File: src/rtl/packet_source.sv
// Transmit end of a router channel: emits fixed-length test packets flit by flit over a
// 4-phase req/ack handshake and counts packets that have been fully handed over.
module packet_source #(
    parameter int ID        = 0,
    parameter int SIZE      = 8,
    parameter int DEST      = 0,
    parameter int PKT_FLITS = 4,
    parameter int GAP       = 0,
    parameter int CNT_BITS  = 16
) (
    input  logic                i_clk,
    input  logic                i_reset,
    input  logic                i_en,
    output logic                o_chReq,
    output logic [SIZE-1:0]     o_chFlit,
    input  logic                i_chAck,
    output logic                o_busy,
    output logic [CNT_BITS-1:0] o_pktCount
);

    localparam int              SUM_W     = ((SIZE > CNT_BITS) ? SIZE : CNT_BITS) + 9;
    localparam logic [7:0]      LAST_IDX  = 8'(PKT_FLITS - 1);
    localparam logic [15:0]     GAP_LAST  = 16'((GAP > 0) ? GAP - 1 : 0);
    localparam logic [SIZE-1:0] HEAD_FLIT = SIZE'(DEST);

    if (PKT_FLITS < 2 || PKT_FLITS > 256 || ID < 0) begin : g_badParams
        $error("packet_source: PKT_FLITS must be 2..256 and ID non-negative");
    end

    typedef enum logic [1:0] {
        ST_IDLE,
        ST_REQ,
        ST_REL,
        ST_GAP
    } state_t;

    state_t           r_state;
    logic [7:0]       r_idx;
    logic [15:0]      r_gapCnt;
    logic [SUM_W-1:0] w_sum;
    logic [SIZE-1:0]  w_nextFlit;

    // Payload of flit idx+1 is (packet number + idx + 1); the packet number is the
    // counter value, which only advances once the packet is complete.
    assign w_sum      = SUM_W'(o_pktCount) + SUM_W'(r_idx) + SUM_W'(1);
    assign w_nextFlit = w_sum[SIZE-1:0];

    // A stray ack outside REQ is simply ignored; REL always waits for ack to drop.
    always_ff @(posedge i_clk or posedge i_reset) begin
        if (i_reset) begin
            r_state    <= ST_IDLE;
            r_idx      <= '0;
            r_gapCnt   <= '0;
            o_chReq    <= 1'b0;
            o_chFlit   <= '0;
            o_busy     <= 1'b0;
            o_pktCount <= '0;
        end else begin
            case (r_state)
                ST_IDLE: begin
                    if (i_en) begin
                        o_chFlit <= HEAD_FLIT;
                        o_chReq  <= 1'b1;
                        r_idx    <= '0;
                        o_busy   <= 1'b1;
                        r_state  <= ST_REQ;
                    end
                end
                ST_REQ: begin
                    if (i_chAck) begin
                        o_chReq <= 1'b0;
                        r_state <= ST_REL;
                    end
                end
                ST_REL: begin
                    if (!i_chAck) begin
                        if (r_idx != LAST_IDX) begin
                            r_idx    <= r_idx + 8'd1;
                            o_chFlit <= w_nextFlit;
                            o_chReq  <= 1'b1;
                            r_state  <= ST_REQ;
                        end else begin
                            o_pktCount <= o_pktCount + CNT_BITS'(1);
                            r_gapCnt   <= '0;
                            if (GAP > 0) begin
                                r_state <= ST_GAP;
                            end else begin
                                o_busy  <= 1'b0;
                                r_state <= ST_IDLE;
                            end
                        end
                    end
                end
                ST_GAP: begin
                    if (r_gapCnt == GAP_LAST) begin
                        o_busy  <= 1'b0;
                        r_state <= ST_IDLE;
                    end else begin
                        r_gapCnt <= r_gapCnt + 16'd1;
                    end
                end
                default: begin
                    o_busy  <= 1'b0;
                    r_state <= ST_IDLE;
                end
            endcase
        end
    end

endmodule
File: config.mk
export PLATFORM = sky130hd
export DESIGN_NAME = packet_source
export DESIGN_NICKNAME = d
export VERILOG_FILES = /design/src/rtl/packet_source.sv
export SDC_FILE = /design/constraint.sdc
export NUM_CORES = 1
export LEC_CHECK = 0
export ABC_AREA = 1
export CAP_MARGIN = 10
export CORE_MARGIN = 2
export CORE_UTILIZATION = 45
export CTS_BUF_LIST = sky130_fd_sc_hd__clkbuf_4 sky130_fd_sc_hd__clkbuf_8
export CTS_CLUSTER_SIZE = 14
export DETAILED_ROUTE_END_ITERATION = 6
export PLACE_DENSITY = 0.76
export SLEW_MARGIN = 10
export SYNTH_ARGS = -nofsm -noshare
export SYNTH_HDL_FRONTEND = slang
export SYNTH_SLANG_ARGS = --single-unit
File: constraint.sdc
create_clock -name i_clk -period 1.9 [get_ports i_clk]
set_input_delay 0.285 -clock i_clk [delete_from_list [all_inputs] [get_ports i_clk]]
set_output_delay 0.285 -clock i_clk [all_outputs]
set_load 0.01 [all_outputs]
After elaboration in Yosys (flattened, before gate mapping)
Index checks and enable logic that the tools add are counted.
Widths: inputs -> output; s select.
{"block": "op_classes", "n_addsub": 5, "eq_ne": 11, "muxes": 26, "bitwise_logic": 2, "n_reduce_logical": 12}
{"operator": "$mux 16", "n": 3}
{"operator": "$mux 8", "n": 5}
{"operator": "$add 16x1->16 const B", "n": 2}
{"operator": "$pmux 16 s2", "n": 1}
{"operator": "$pmux 8 s2", "n": 2}
{"operator": "$add 8x1->8 const B", "n": 2}
{"operator": "$logic_not 16->1", "n": 1}
{"operator": "$ne 2x2->1 const B", "n": 7}
{"operator": "$reduce_and 4->1", "n": 3}
{"operator": "$reduce_and 5->1", "n": 2}
{"operator": "$add 8x8->8", "n": 1}
{"operator": "$mux 1", "n": 8}
{"operator": "$mux 2", "n": 4}
{"operator": "$ne 8x2->1 const B", "n": 1}
{"operator": "$pmux 2 s4", "n": 1}
{"operator": "$pmux 1 s3", "n": 2}
{"operator": "$reduce_bool 3->1", "n": 2}
{"operator": "$eq 2x2->1 const B", "n": 2}
{"operator": "$reduce_bool 2->1", "n": 2}
{"operator": "$reduce_and 3->1", "n": 1}
{"operator": "$eq 2x1->1 const B", "n": 1}
{"operator": "$logic_not 2->1", "n": 1}
{"operator": "$not 1->1", "n": 2}
{"block": "totals", "ff_bits": 52, "inputBits": 4}

Longest topological paths before layout
{"block": "logic_depth", "word_depth": 5, "depth_mapped": 10}

Worst setup path before layout
Ideal clock, no wire load.
{"block": "synth_timing", "kind": "register -> register", "startpoint": "reg o_pktCount[0]", "endpoint": "reg o_chFlit[4]", "setup_time_ns": 0.123, "arrival_ns": 1.592, "required_ns": 1.777, "slack_ns": 0.185, "stages_incl_launch_ff": 9, "path_buffers": 0, "period_less_slack_ns": 1.715, "cell_sequence": "dfrtp_1 inv_1 ha_1 fa_1 inv_1 a21oi_1 and2_1 o21ai_0 nand2_1"}
{"block": "synth_via", "elab_chain_cells": 5}
{"element": "start, declared", "line": "18", "source": "output logic [CNT_BITS-1:0] o_pktCount"}
{"element": "start signal, assigned", "line": "83", "source": "o_pktCount <= o_pktCount + CNT_BITS'(1);"}
{"element": "$add 8x8->8", "line": "45", "source": "assign w_sum = SUM_W'(o_pktCount) + SUM_W'(r_idx) + SUM_W'(1);"}
{"element": "$add 8x1->8", "line": "45"}
{"element": "$mux 8", "line": "77", "source": "if (r_idx != LAST_IDX) begin"}
{"element": "$mux 8", "line": "76", "source": "if (!i_chAck) begin"}
{"element": "$pmux 8 s2", "line": "59", "source": "case (r_state)"}
{"element": "end signal, assigned", "line": "79", "source": "o_chFlit <= w_nextFlit;"}
{"element": "end, declared", "line": "15", "source": "output logic [SIZE-1:0] o_chFlit,"}
No other way between the ends. The select of a mux whose other input is x is not followed.
A chain may end at the register's enable or synchronous reset.

Final worst setup path
{"block": "layout_timing", "startpoint": "reg r_idx[0]", "endpoint": "reg o_pktCount[12]"}
{"block": "layout_via", "elab_chain_cells": 3}
{"element": "start, declared", "line": "38", "source": "logic [7:0] r_idx;"}
{"element": "start signal, assigned", "line": "78", "source": "r_idx <= r_idx + 8'd1;"}
{"element": "$ne 8x2->1", "line": "77"}
{"element": "$not 1->1 (no line)"}
{"element": "$reduce_and 3->1 (no line)"}
No other way between the ends.

==> metrics.yaml <==
outcome:
  status: "complete, no violations"
global_routing:
  grt_pass1_vias: 3186
  grtUsageMet2_pct: 33.94
  grt_util_all_layers_pct: 19.31
  busiest_layer: "met2"
  global_route.usage.met3_pct: 3.417
  grt_overflow: 0
  antenna_found_initial: 0
  grt_pass1_wl_microns: 13620
  use_met1_pct: 24.08
  grt_max_degree: 53
timing:
  timing.final.crit_share_pct: 91.34
  hold_viol_final: 0
  finClkSkew_ps: 10.92
  tns_ps: 0
  fin_crit_ps: 1735
  rsz0062_at_grt: "false"
  maxSlewViolCount: 0
  relSlewSlack_pct: 72.64
  max_slew.worst_pin.slew_ps: 409.0
  setup_viol: 0
  setup_ws_ps: 164.6
  fmax_mhz: 576.2
synthesis:
  synth_cells: 504
  synth.distinct_cells: 31
  yosysTopAreaCell: "dfrtp_1"
  synth_nets: 521
  synthTopCellsByArea: "dfrtp_1 37%, nand2_1 20%, nand3_1 8.0%, inv_1 5.8%, nor2_1 5.3%"
  ys_async_sr_fraction_pct: 100.0
  synth-seq-cells: 52
  ys_warn_count: 0
  yosysSeqAreaShare_pct: 37.02
  yosysTopAreaCellShare_pct: 37.02
  synth.avg_cell_area_sq_um: 6.973
  ys.flop_type: "dfrtp_1"
  synth_edf_count: 0
  syn-cell-area_sq_um: 3515
power:
  vdd_drop_max_uv: 650.5
  power_density_nw_per_um2: 1177
  leakagePower_nw: 2.058
die:
  die_h_microns: 92.38
  rows: 32
  die_w_microns: 92.38
  ios: 30
  dieArea_sq_um: 8533
  start_util_pct: 45.96
  core_sq_um: 7647
placed_design:
  hpwl_microns: 5701
  gp_congestion: 0.8832
  dp_slack_ps: 169.1
  portBuffers: 29
  placed_cells: 636
  place_area_sq_um: 3933
cts:
  cts_resized: 0
  cts.path.max_buffers: 2
  tritoncts: "done"
  cts_buffers: 5
  holdBufCountCts: 0
  h-tree-depth: 2
  postCtsSetupBuffers: 0
  clk_latency_ps: 310
  clk_pin_slew_ps: 90
  cts_sinks: 52
  cts_root_buf: "clkbuf_8"
routing:
  dr_total_vias: 3234
  drt_iter0_drc: 146
  first_pass_iters: 5
  drc: 0
  drtAntennaViolNets: 0
  viasPerCell: 5.022
  drt-total-wl_microns: 7685
  wire_per_inst_microns: 11.93
final_layout:
  drive_above_1_share_pct: 7.380
  fin_area_sq_um: 4030
  stdcell_count: 644
  final_nets: 558
  antennaDiodeCount: 0
  area_growth_pct: 14.67
  final_cell_mix: "184 x nand2_1, 56 x nand3_1, 53 x inv_1, 52 x dfrtp_1, 50 x nor2_1"
  fillers: 707
  layout_commonest_cell: "nand2_1"
critical_path:
  crit_arrival_ps: 1970
  cp_max_fo: 16
  start_kind: "flop"
  cp-end-kind: "flop"
  cp.required_ps: 2130
  crit_type: "reg -> reg"
run:
  cap_violations: 0
hold_path:
  worstHoldPathType: "in -> async"
-- cells by family (layout without fill, tap and decap cells) --
group / after synthesis / after routing / synth area share (%)
adder cells (fa/ha/maj): 13 / 13 / 4.841
AO/OA/AOI/OAI: 34 / 34 / 5.518
flip-flops: 52 / 52 / 37.02
AND/OR/NAND/NOR: 330 / 330 / 41.72
XOR/XNOR: 11 / 11 / 2.741
buffers and inverters: 64 / 102 / 8.152
-- power by group --
part	switching (mW)	leakage [nW]	total, mW	internal [mW]
clock	0.363	0.0523	0.690	0.327
combinational	1.30	1.32	2.25	0.946
sequential	0.391	0.682	1.80	1.41
total	2.06	2.06	4.74	2.68
-- metal layers --
layer	part of all wire (%)	up-vias	wire length [microns]
li1	-	1676	-
met2	49	44	3758
met1	47	1508	3597
met3	3.2	6	244
met4	1.1	0	85
met5	0	-	0
-- cells in the mapped netlist, types with 3 or more instances --
library cell and count:
o21ai_2 3, nand2_2 3, xnor2_1 3, o21ai_0 18, dfrtp_1 52, inv_2 3, nand3_1 56, ha_1 12
xor2_1 8, a21oi_1 4, nor2_1 50, inv_1 54, nor2_4 3, or2_2 5, buf_6 4, o21ai_1 4
nand2_1 184, nand4_1 16, o21bai_1 5
-- stage by stage --
stage | hold slack [ps] | power [mW] | util (%)
after detailed placement | 457.7 | 4.068 | 51.42
after global placement | 458.4 | 4.013 | 51.42
after CTS | 347.3 | 4.787 | 52.70
after floorplan | 401.6 | 3.317 | -
final | 333.1 | 4.741 | 52.70
after global routing | 361.0 | 5.154 | 52.70
-- final timing paths --
path / from / end / slack (ps) / cells past startpoint
worst max-delay path: r_idx[0] / o_pktCount[12] / 160 / 8
worst min-delay path: i_reset / r_gapCnt[7] / 330 / 3
worst max register to register: r_idx[0] / o_pktCount[12] / 160 / 8
worst min register to register: o_busy / o_busy / 470 / 2
max in group asynchronous: i_reset / r_idx[1] / 1330 / 3
min in group i_clk: o_busy / o_busy / 470 / 2
-- critical path: stages (launching register included) --
cell,delay (ps)
dfrtp_1,410
ha_1,280
nand2_1,140
nor2_4,180
nand2_4,100
nor2_8,240
buf_4,180
nand2_1,50
o21ai_0,70
-- area by class of cell --
type                            instances  area, sq um  area share (%)
Clock buffer                            8        97.59           2.422
Inverter                               57        214.0           5.309
Multi-Input combinational cell        388         1927           47.81
Sequential cell                        52         1301           32.29
Tap cell                              102        127.6           3.167
Timing Repair Buffer                   37        362.8           9.003
-- state kept, by name, indices dropped and copies added, names as in the netlist --
| signal | cells |
|---|---|
| o_pktCount | 16 |
| r_gapCnt | 16 |
| o_chFlit | 8 |
| r_idx | 8 |
| r_state | 2 |
| o_busy | 1 |
| o_chReq | 1 |
Power figures use the tool's default switching activity.
